### src/rtl/alu_arbiter_pkg.sv
// Purpose: shared ALU function/branch codes, FSM encoding and request record.
// Latency: n/a (declarations only).
// Backpressure: n/a.
package alu_arbiter_pkg;

    localparam int XLEN = 32;

    // ALU function codes; 3'd7 is deliberately left undefined.
    localparam logic [2:0] FUNC_ADD = 3'd0;
    localparam logic [2:0] FUNC_SUB = 3'd1;
    localparam logic [2:0] FUNC_AND = 3'd2;
    localparam logic [2:0] FUNC_OR  = 3'd3;
    localparam logic [2:0] FUNC_XOR = 3'd4;
    localparam logic [2:0] FUNC_SLT = 3'd5;
    localparam logic [2:0] FUNC_SLL = 3'd6;

    // Branch types, only meaningful together with FUNC_SUB; 5..7 unused.
    localparam logic [2:0] BRANCH_NONE = 3'd0;
    localparam logic [2:0] BRANCH_EQ   = 3'd1;
    localparam logic [2:0] BRANCH_NE   = 3'd2;
    localparam logic [2:0] BRANCH_LT   = 3'd3;
    localparam logic [2:0] BRANCH_GE   = 3'd4;

    typedef enum logic [1:0] {
        ST_IDLE = 2'd0,
        ST_EXEC = 2'd1,
        ST_RESP = 2'd2
    } state_t;

    typedef struct packed {
        logic [2:0]      op;
        logic [2:0]      btype;
        logic [XLEN-1:0] a;
        logic [XLEN-1:0] b;
    } req_t;

    // Pick the port to serve: the sole requester, or on a tie the one that
    // did not win last time. Only meaningful when v0 | v1.
    function automatic logic pick_port(input logic v0, input logic v1, input logic last);
        if (v0 && v1) begin
            return ~last;
        end
        return v1;
    endfunction

endpackage

### src/rtl/alu_arbiter_alu.sv
// Purpose: combinational 32-bit ALU with branch-condition evaluation.
// Latency: 0 cycles (pure combinational).
// Backpressure: none; outputs follow inputs.
module alu_arbiter_alu
    import alu_arbiter_pkg::*;
(
    input  logic [2:0]      op,
    input  logic [2:0]      btype,
    input  logic [XLEN-1:0] a,
    input  logic [XLEN-1:0] b,
    output logic [XLEN-1:0] res,
    output logic            bcond
);

    logic [XLEN-1:0] diff;
    logic            ovf;
    logic            lt;
    logic            eq;

    // Compare results all come from the single wrapped subtraction.
    always_comb begin
        diff = a - b;
        ovf  = (a[XLEN-1] ^ b[XLEN-1]) & (diff[XLEN-1] ^ a[XLEN-1]);
        lt   = diff[XLEN-1] ^ ovf;
        eq   = (diff == '0);
    end

    // Function select; unknown codes yield zero.
    always_comb begin
        res = '0;
        case (op)
            FUNC_ADD: res = a + b;
            FUNC_SUB: res = diff;
            FUNC_AND: res = a & b;
            FUNC_OR:  res = a | b;
            FUNC_XOR: res = a ^ b;
            FUNC_SLT: res = {{(XLEN-1){1'b0}}, lt};
            FUNC_SLL: res = a << b[4:0];
            default:  res = '0;
        endcase
    end

    // Branch condition only exists for a subtract with a recognised type.
    always_comb begin
        bcond = 1'b0;
        if (op == FUNC_SUB) begin
            case (btype)
                BRANCH_EQ: bcond = eq;
                BRANCH_NE: bcond = ~eq;
                BRANCH_LT: bcond = lt;
                BRANCH_GE: bcond = ~lt;
                default:   bcond = 1'b0;
            endcase
        end
    end

endmodule

### src/rtl/alu_arbiter.sv
// Purpose: two-port arbiter sharing one ALU, one transaction in flight.
// Latency: accept in cycle N -> rsp_valid in N+2; issue interval >= 3 cycles.
// Backpressure: RESP holds until owner's rsp_ready; no request accepted meanwhile.
module alu_arbiter
    import alu_arbiter_pkg::*;
(
    input  logic            clk,
    input  logic            reset_n,
    input  logic            req_valid_0,
    output logic            req_ready_0,
    input  logic [2:0]      req_op_0,
    input  logic [2:0]      req_btype_0,
    input  logic [XLEN-1:0] req_a_0,
    input  logic [XLEN-1:0] req_b_0,
    output logic            rsp_valid_0,
    input  logic            rsp_ready_0,
    input  logic            req_valid_1,
    output logic            req_ready_1,
    input  logic [2:0]      req_op_1,
    input  logic [2:0]      req_btype_1,
    input  logic [XLEN-1:0] req_a_1,
    input  logic [XLEN-1:0] req_b_1,
    output logic            rsp_valid_1,
    input  logic            rsp_ready_1,
    output logic [XLEN-1:0] rsp_res,
    output logic            rsp_bcond,
    output logic            busy
);

    state_t          state_q;
    state_t          state_d;
    logic            last_grant_q;
    logic            owner_q;
    req_t            req_q;
    logic            grant_port;
    logic            accept;
    logic [XLEN-1:0] alu_res;
    logic            alu_bcond;

    assign grant_port = pick_port(req_valid_0, req_valid_1, last_grant_q);
    assign busy       = (state_q != ST_IDLE);

    // State register.
    always_ff @(posedge clk or negedge reset_n) begin
        if (!reset_n) begin
            state_q <= ST_IDLE;
        end else begin
            state_q <= state_d;
        end
    end

    // Next state plus the handshake outputs derived from the current state.
    always_comb begin
        state_d     = state_q;
        req_ready_0 = 1'b0;
        req_ready_1 = 1'b0;
        rsp_valid_0 = 1'b0;
        rsp_valid_1 = 1'b0;
        accept      = 1'b0;
        case (state_q)
            ST_IDLE: begin
                if (req_valid_0 || req_valid_1) begin
                    req_ready_0 = ~grant_port;
                    req_ready_1 = grant_port;
                    accept      = 1'b1;
                    state_d     = ST_EXEC;
                end
            end
            ST_EXEC: begin
                state_d = ST_RESP;
            end
            ST_RESP: begin
                rsp_valid_0 = ~owner_q;
                rsp_valid_1 = owner_q;
                if (owner_q ? rsp_ready_1 : rsp_ready_0) begin
                    state_d = ST_IDLE;
                end
            end
            default: begin
                state_d = ST_IDLE;
            end
        endcase
    end

    // Capture the granted request and remember who won.
    always_ff @(posedge clk or negedge reset_n) begin
        if (!reset_n) begin
            req_q        <= '0;
            owner_q      <= 1'b0;
            last_grant_q <= 1'b1;
        end else if (accept) begin
            req_q        <= grant_port ? req_t'{req_op_1, req_btype_1, req_a_1, req_b_1}
                                       : req_t'{req_op_0, req_btype_0, req_a_0, req_b_0};
            owner_q      <= grant_port;
            last_grant_q <= grant_port;
        end
    end

    // Latch the ALU result at the end of EXEC; it stays put through RESP.
    always_ff @(posedge clk or negedge reset_n) begin
        if (!reset_n) begin
            rsp_res   <= '0;
            rsp_bcond <= 1'b0;
        end else if (state_q == ST_EXEC) begin
            rsp_res   <= alu_res;
            rsp_bcond <= alu_bcond;
        end
    end

    alu_arbiter_alu u_alu (
        .op    (req_q.op),
        .btype (req_q.btype),
        .a     (req_q.a),
        .b     (req_q.b),
        .res   (alu_res),
        .bcond (alu_bcond)
    );

endmodule

### config.mk
export PLATFORM = sky130hd
export DESIGN_NAME = alu_arbiter
export DESIGN_NICKNAME = d
export VERILOG_FILES = /design/src/rtl/alu_arbiter_pkg.sv /design/src/rtl/alu_arbiter_alu.sv /design/src/rtl/alu_arbiter.sv
export SDC_FILE = /design/constraint.sdc
export NUM_CORES = 1
export LEC_CHECK = 0
export BUFFER_PORTS_ARGS = -buffer_cell sky130_fd_sc_hd__buf_2
export CAP_MARGIN = 40
export CORE_MARGIN = 4
export CORE_UTILIZATION = 50
export DETAILED_ROUTE_END_ITERATION = 8
export GPL_TIMING_DRIVEN = 0
export PLACE_DENSITY = 0.72
export REMOVE_ABC_BUFFERS = 1
export SYNTH_ARGS = -nofsm -noshare
export SYNTH_HDL_FRONTEND = slang
export SYNTH_SLANG_ARGS = --single-unit
export TNS_END_PERCENT = 1
### constraint.sdc
create_clock -name clk -period 7.8 [get_ports clk]
set_input_delay 0.39 -clock clk [delete_from_list [all_inputs] [get_ports clk]]
set_output_delay 0.39 -clock clk [all_outputs]
set_load 0.01 [all_outputs]
* Yosys cells after proc, flatten, opt, wreduce, memory -nomap -nowiden *
Index checks and enable logic that the tools add are counted.

storage, ports and cells
  bits in registers = 107
  input port bits = 146
  output and inout bits = 38
  logic and storage cells = 64

operators by class
  add/sub/neg operators = 2
  equal/unequal tests = 14
  shift-type cells = 1
  mux-type cells = 19
  bitwise gates (word level) = 12
  reductions and logical operators = 7

operator list
  kind                                           count
  one-hot mux 32 bit (7 select lines)            1
  2-to-1 mux 70 bit                              1
  adder 32 bit                                   1
  AND 32 bit                                     1
  logical NOT 32 bit                             1
  OR 32 bit                                      1
  << shifter 32 x 5 -> 32 bit                    1
  subtractor 32 bit                              1
  XOR 32 bit                                     1
  2-to-1 mux 1 bit                               13
  == test 3 x 2 -> 1 bit, second input constant  4
  == test 3 bit, second input constant           4
  == test 3 x 1 -> 1 bit, second input constant  2
  one-hot mux 2 bit (3 select lines)             1
  inverter 1 bit                                 5
  2-to-1 mux 2 bit                               2
  inequality test 2 bit, second input constant   2
  one-hot mux 1 bit (4 select lines)             1
  logical NOT 3 bit                              1
  XOR 1 bit                                      3
  == test 2 x 1 -> 1 bit, second input constant  1
  == test 2 bit, second input constant           1
  logical NOT 2 bit                              1
  AND reduction 2 bit                            1
  other kinds (4)                                4

* Logic depth before layout (Yosys ltp) *
  depth after elaboration = 7
  gate-level depth with buffers = 27
  depth with buffers taken out = 25

* Modules after synthesis *
Synthesis repeated with hierarchy kept, for this count alone.

second synthesis, totals
  cells, all modules = 1,486
  area, all modules = 12,030.3 µm²

by module, submodules not included
  module           times used  cells each  area an instance (µm²)  seq. area each (µm²)
  alu_arbiter_alu  1           1,104       7,472.2                 0.0
  alu_arbiter      1           382         4,558.1                 2,678.8

* Worst setup path after synthesis *
Ideal clock, no wire load.

  kind = register to register
  start point = reg req_q[1] (netlist name)
  end point = reg rsp_bcond
  setup time = 66 ps
  arrival time = 6,246 ps
  data required time = 7,734 ps
  setup slack = 1,488 ps
  stages on the path, launching flop included = 28
  buffers on the path = 2
  clock period less this slack = 6,312 ps
  cells stage by stage = dfrtp_1 -> buf_1 -> clkbuf_1 -> inv_1 -> ha_1 -> o21bai_1 -> nor4b_1 -> or4b_4 -> a211oi_4 -> or3_1 -> a211oi_2 -> or2_2 -> a221o_1 -> a21oi_1 -> nor2_1 -> nor2_1 -> fa_1 -> inv_1 -> a2111oi_0 -> nand3_1 -> nor3_1 -> nand4_1 -> nor4_1 -> o2111ai_1 -> or4_1 -> nor4_2 -> mux2i_1 -> o311a_1

on the way
  longest elaborated chain between the ends = 7
  elaborated cells between the ends (all ways) = 9
  those cells by class = add/sub (1); mux (2); bitwise (5); reduce/logical (1)

RTL lines
  item                                    line                   source
  start, declared                         alu_arbiter.sv:34      req_t req_q;
  start signal, assigned                  alu_arbiter.sv:92      req_q <= grant_port ? req_t'{req_op_1, req_btype_1, req_a_1, req_b_1}
  subtractor 32 bit (*)                   alu_arbiter_alu.sv:22  diff = a - b;
  XOR 1 bit                               alu_arbiter_alu.sv:23  ovf = (a[XLEN-1] ^ b[XLEN-1]) & (diff[XLEN-1] ^ a[XLEN-1]);
  AND 1 bit                               alu_arbiter_alu.sv:23
  XOR 1 bit                               alu_arbiter_alu.sv:24  lt = diff[XLEN-1] ^ ovf;
  inverter 1 bit                          alu_arbiter_alu.sv:51  BRANCH_GE: bcond = ~lt;
  one-hot mux 1 bit (4 select lines) (*)  alu_arbiter_alu.sv:47  case (btype)
  2-to-1 mux 1 bit (*)                    alu_arbiter_alu.sv:46  if (op == FUNC_SUB) begin
  end signal, assigned                    alu_arbiter.sv:106     rsp_bcond <= alu_bcond;
  end, declared                           alu_arbiter.sv:26      output logic rsp_bcond,

Mark *: on every way between the ends. The rest lies on a longest branch, timed or not.
A chain may end at the register's enable or synchronous reset.

* Worst setup path after layout *
Same ends and word-level chain as after synthesis.

==> impl_metrics.json <==
{
  "wl_per_cell_um": 22.1,
  "io_pins": 184,
  "fmaxAchievable_mhz": 134,
  "synthXorXnorAreaFrac": 0.0310,
  "via_count": 11400,
  "cts_buffers": 9,
  "syn-mean-instance-area_um2": 8.12,
  "relSlewSlack": 0.390,
  "finalCritPeriodShare": 0.956,
  "globalRouteOverflowTotal": 0,
  "syn_to_final_growth_pct": 14.2,
  "mostFrequentLayoutCells": "buf_2, nand2_1, inv_1",
  "synth-main-ff-cell": "dfrtp_1",
  "dr.pass1.iters": 6,
  "clk_root_buffer_cell": "clkbuf_16",
  "drt-total-wl_mm": 39.5,
  "synth.area.mux_share": 0.117,
  "ant_nets": 0,
  "cp_max_fo": 29,
  "crit_required_ns": 8.10,
  "synth_fa_ha_area_frac": 0.112,
  "critical-path-top-delay-family": "simple AND/OR/NAND/NOR gates",
  "synth_cells": 1392,
  "crit_cells": 26,
  "io_buffers": 183,
  "r2r_cells": 26,
  "drv_slew": 0,
  "via_per_inst": 6.37,
  "async_reset_ff_frac": 1.00,
  "critPathArrivalTime_ns": 7.76,
  "critPathMaxStageDelay_ns": 0.60,
  "end_kind": "register",
  "synth_cell_types": 79,
  "ys_seq_area_frac": 0.237,
  "cts_tree": "built",
  "worst_slew_pin_slew_ns": 0.907,
  "critPathLaunchType": "register",
  "n_fill_cell": 2053,
  "min_path_type": "in2async",
  "status": "finished, final reports clean",
  "cts.sinks": 107,
  "setup_viol": 0,
  "crit_slowest_cell": "or4b_4",
  "synth_compound_area_frac": 0.276,
  "die_x_um": 158,
  "dieArea_um2": 25100,
  "ys_warn_count": 0,
  "htreeDepth": 3,
  "dpl-instance-area_um2": 12600,
  "path_buf_inv": 3,
  "start_util": 0.513,
  "final_common_cell": "buf_2",
  "synth.cell_area_um2": 11300,
  "final_cells": 1790,
  "core-area_um2": 22000,
  "dp.cells": 1770,
  "num_rows": 54,
  "synth-seq-cells": 107,
  "grt_pass1_wl_mm": 60.3,
  "hold_viol": 0,
  "drive_above_1_share": 0.185,
  "grt_start_max_net_pins": 70,
  "diodes": 0,
  "dp_hpwl_mm": 30.9,
  "fp.dieH_um": 158,
  "period_needed_ns": 7.46,
  "post_synth_and_or_nand_nor_area_fraction": 0.150,
  "track_usage": 0.307,
  "final_area_um2": 12900,
  "insertion_delay_ns": 0.37,
  "nets": 1750,
  "finClkSkew_ns": 0.0144,
  "rsz0062_at_grt": "no",
  "path_clk_slew_ns": 0.09,
  "synth_top_family_by_area": "compound AO/OA/AOI/OAI gates",
  "drv_cap": 0,
  "drt-initial-drc-count": 1316,
  "drcViolationCount": 0,
  "synth-edff-count": 0,
  "antenna_found_initial": 0,
  "grt_pass1_vias": 10593,
  "cts_buffer_depth": 2,
  "routabilityCongestion": 1.00,
  "crit_type": "reg2reg"
}
==> cell families (layout without fill, tap and decap cells) <==
group | count (synthesis) | in the layout
AOI/OAI and AO/OA | 455 | 455
xor gates and xnor gates | 40 | 40
adders and majority gates | 99 | 99
buffers and inverters | 228 | 346
DFF | 107 | 107
muxes | 102 | 102
and+or+nand+nor | 361 | 361
==> cells in the mapped netlist (all sizes together), types with 24 or more instances <==
library cell / count / area share
o22ai: 26 / 0.014
nor2: 80 / 0.027
xnor2: 32 / 0.025
mux2i: 75 / 0.066
a22oi: 38 / 0.025
ha: 96 / 0.11
nor3: 32 / 0.014
nand2: 138 / 0.046
mux4: 24 / 0.048
o21ai: 116 / 0.051
clkbuf: 82 / 0.027
a21oi: 74 / 0.033
a211oi: 28 / 0.020
dfrtp: 106 / 0.23
nand3: 25 / 0.011
inv: 123 / 0.041
==> flip-flops by register name, summed over array words and instances (netlist names) <==
register,flops
last_grant_q,1
owner_q,1
req_q,70
rsp_bcond,1
rsp_res,32
state_q,2
==> cell type report <==
cell class / instances / area, µm² / share of cell area
Multi-Input combinational cell: 1057 / 7800 / 0.605
Sequential cell: 107 / 2690 / 0.208
Timing Repair Buffer: 205 / 1300 / 0.101
Inverter: 125 / 473 / 0.0366
Tap cell: 280 / 350 / 0.0271
Clock buffer: 9 / 225 / 0.0175
Clock inverter: 7 / 67.6 / 0.00524
==> through the flow <==
step	hold WS, ns	utilization	worst slack (ns)	setup TNS, ns
3_3_place_gp	0.459	0.552	-4.28	-135.13
2_1_floorplan	0.0944	-	-0.481	-9.95
3_5_place_dp	0.465	0.570	0.0469	0
4_1_cts	0.0792	0.584	0.00343	0
5_1_grt	0.110	0.586	0.0602	0
6_report	0.0617	0.586	0.344	0
==> per-layer routing <==
layer	vias to the layer above	routed length (µm)	track usage
met4	0	1150	0.0963
met3	73	3290	0.0378
met5	-	0	0
met1	5431	17400	0.446
met2	558	17700	0.480
li1	5338	-	-
==> path summary, 6_finish.rpt <==
check | from | endpoint | slack, ns
worst max-delay path | req_q[1] | rsp_bcond | 0.34
worst min-delay path | reset_n | req_q[11] | 0.06
worst max register to register | req_q[1] | rsp_bcond | 0.34
worst min register to register | rsp_res[0] | rsp_res[0] | 0.47
max in group asynchronous | reset_n | last_grant_q | 6.96
min in group clk | req_btype_0[1] | req_q[65] | 0.24
==> timing repair <==
| item | in CTS | in global routing |
|---|---|---|
| hold buffers | 0 | 0 |
| resized for setup | 0 | 5 |
| setup buffers | 0 | 4 |
| setup endpoints to repair | 0 | 1 |
| endpoints found under the hold margin | 0 | 0 |
Power is not shown: default switching activity piles up to over one toggle a cycle in this logic, so the estimate is an artifact.
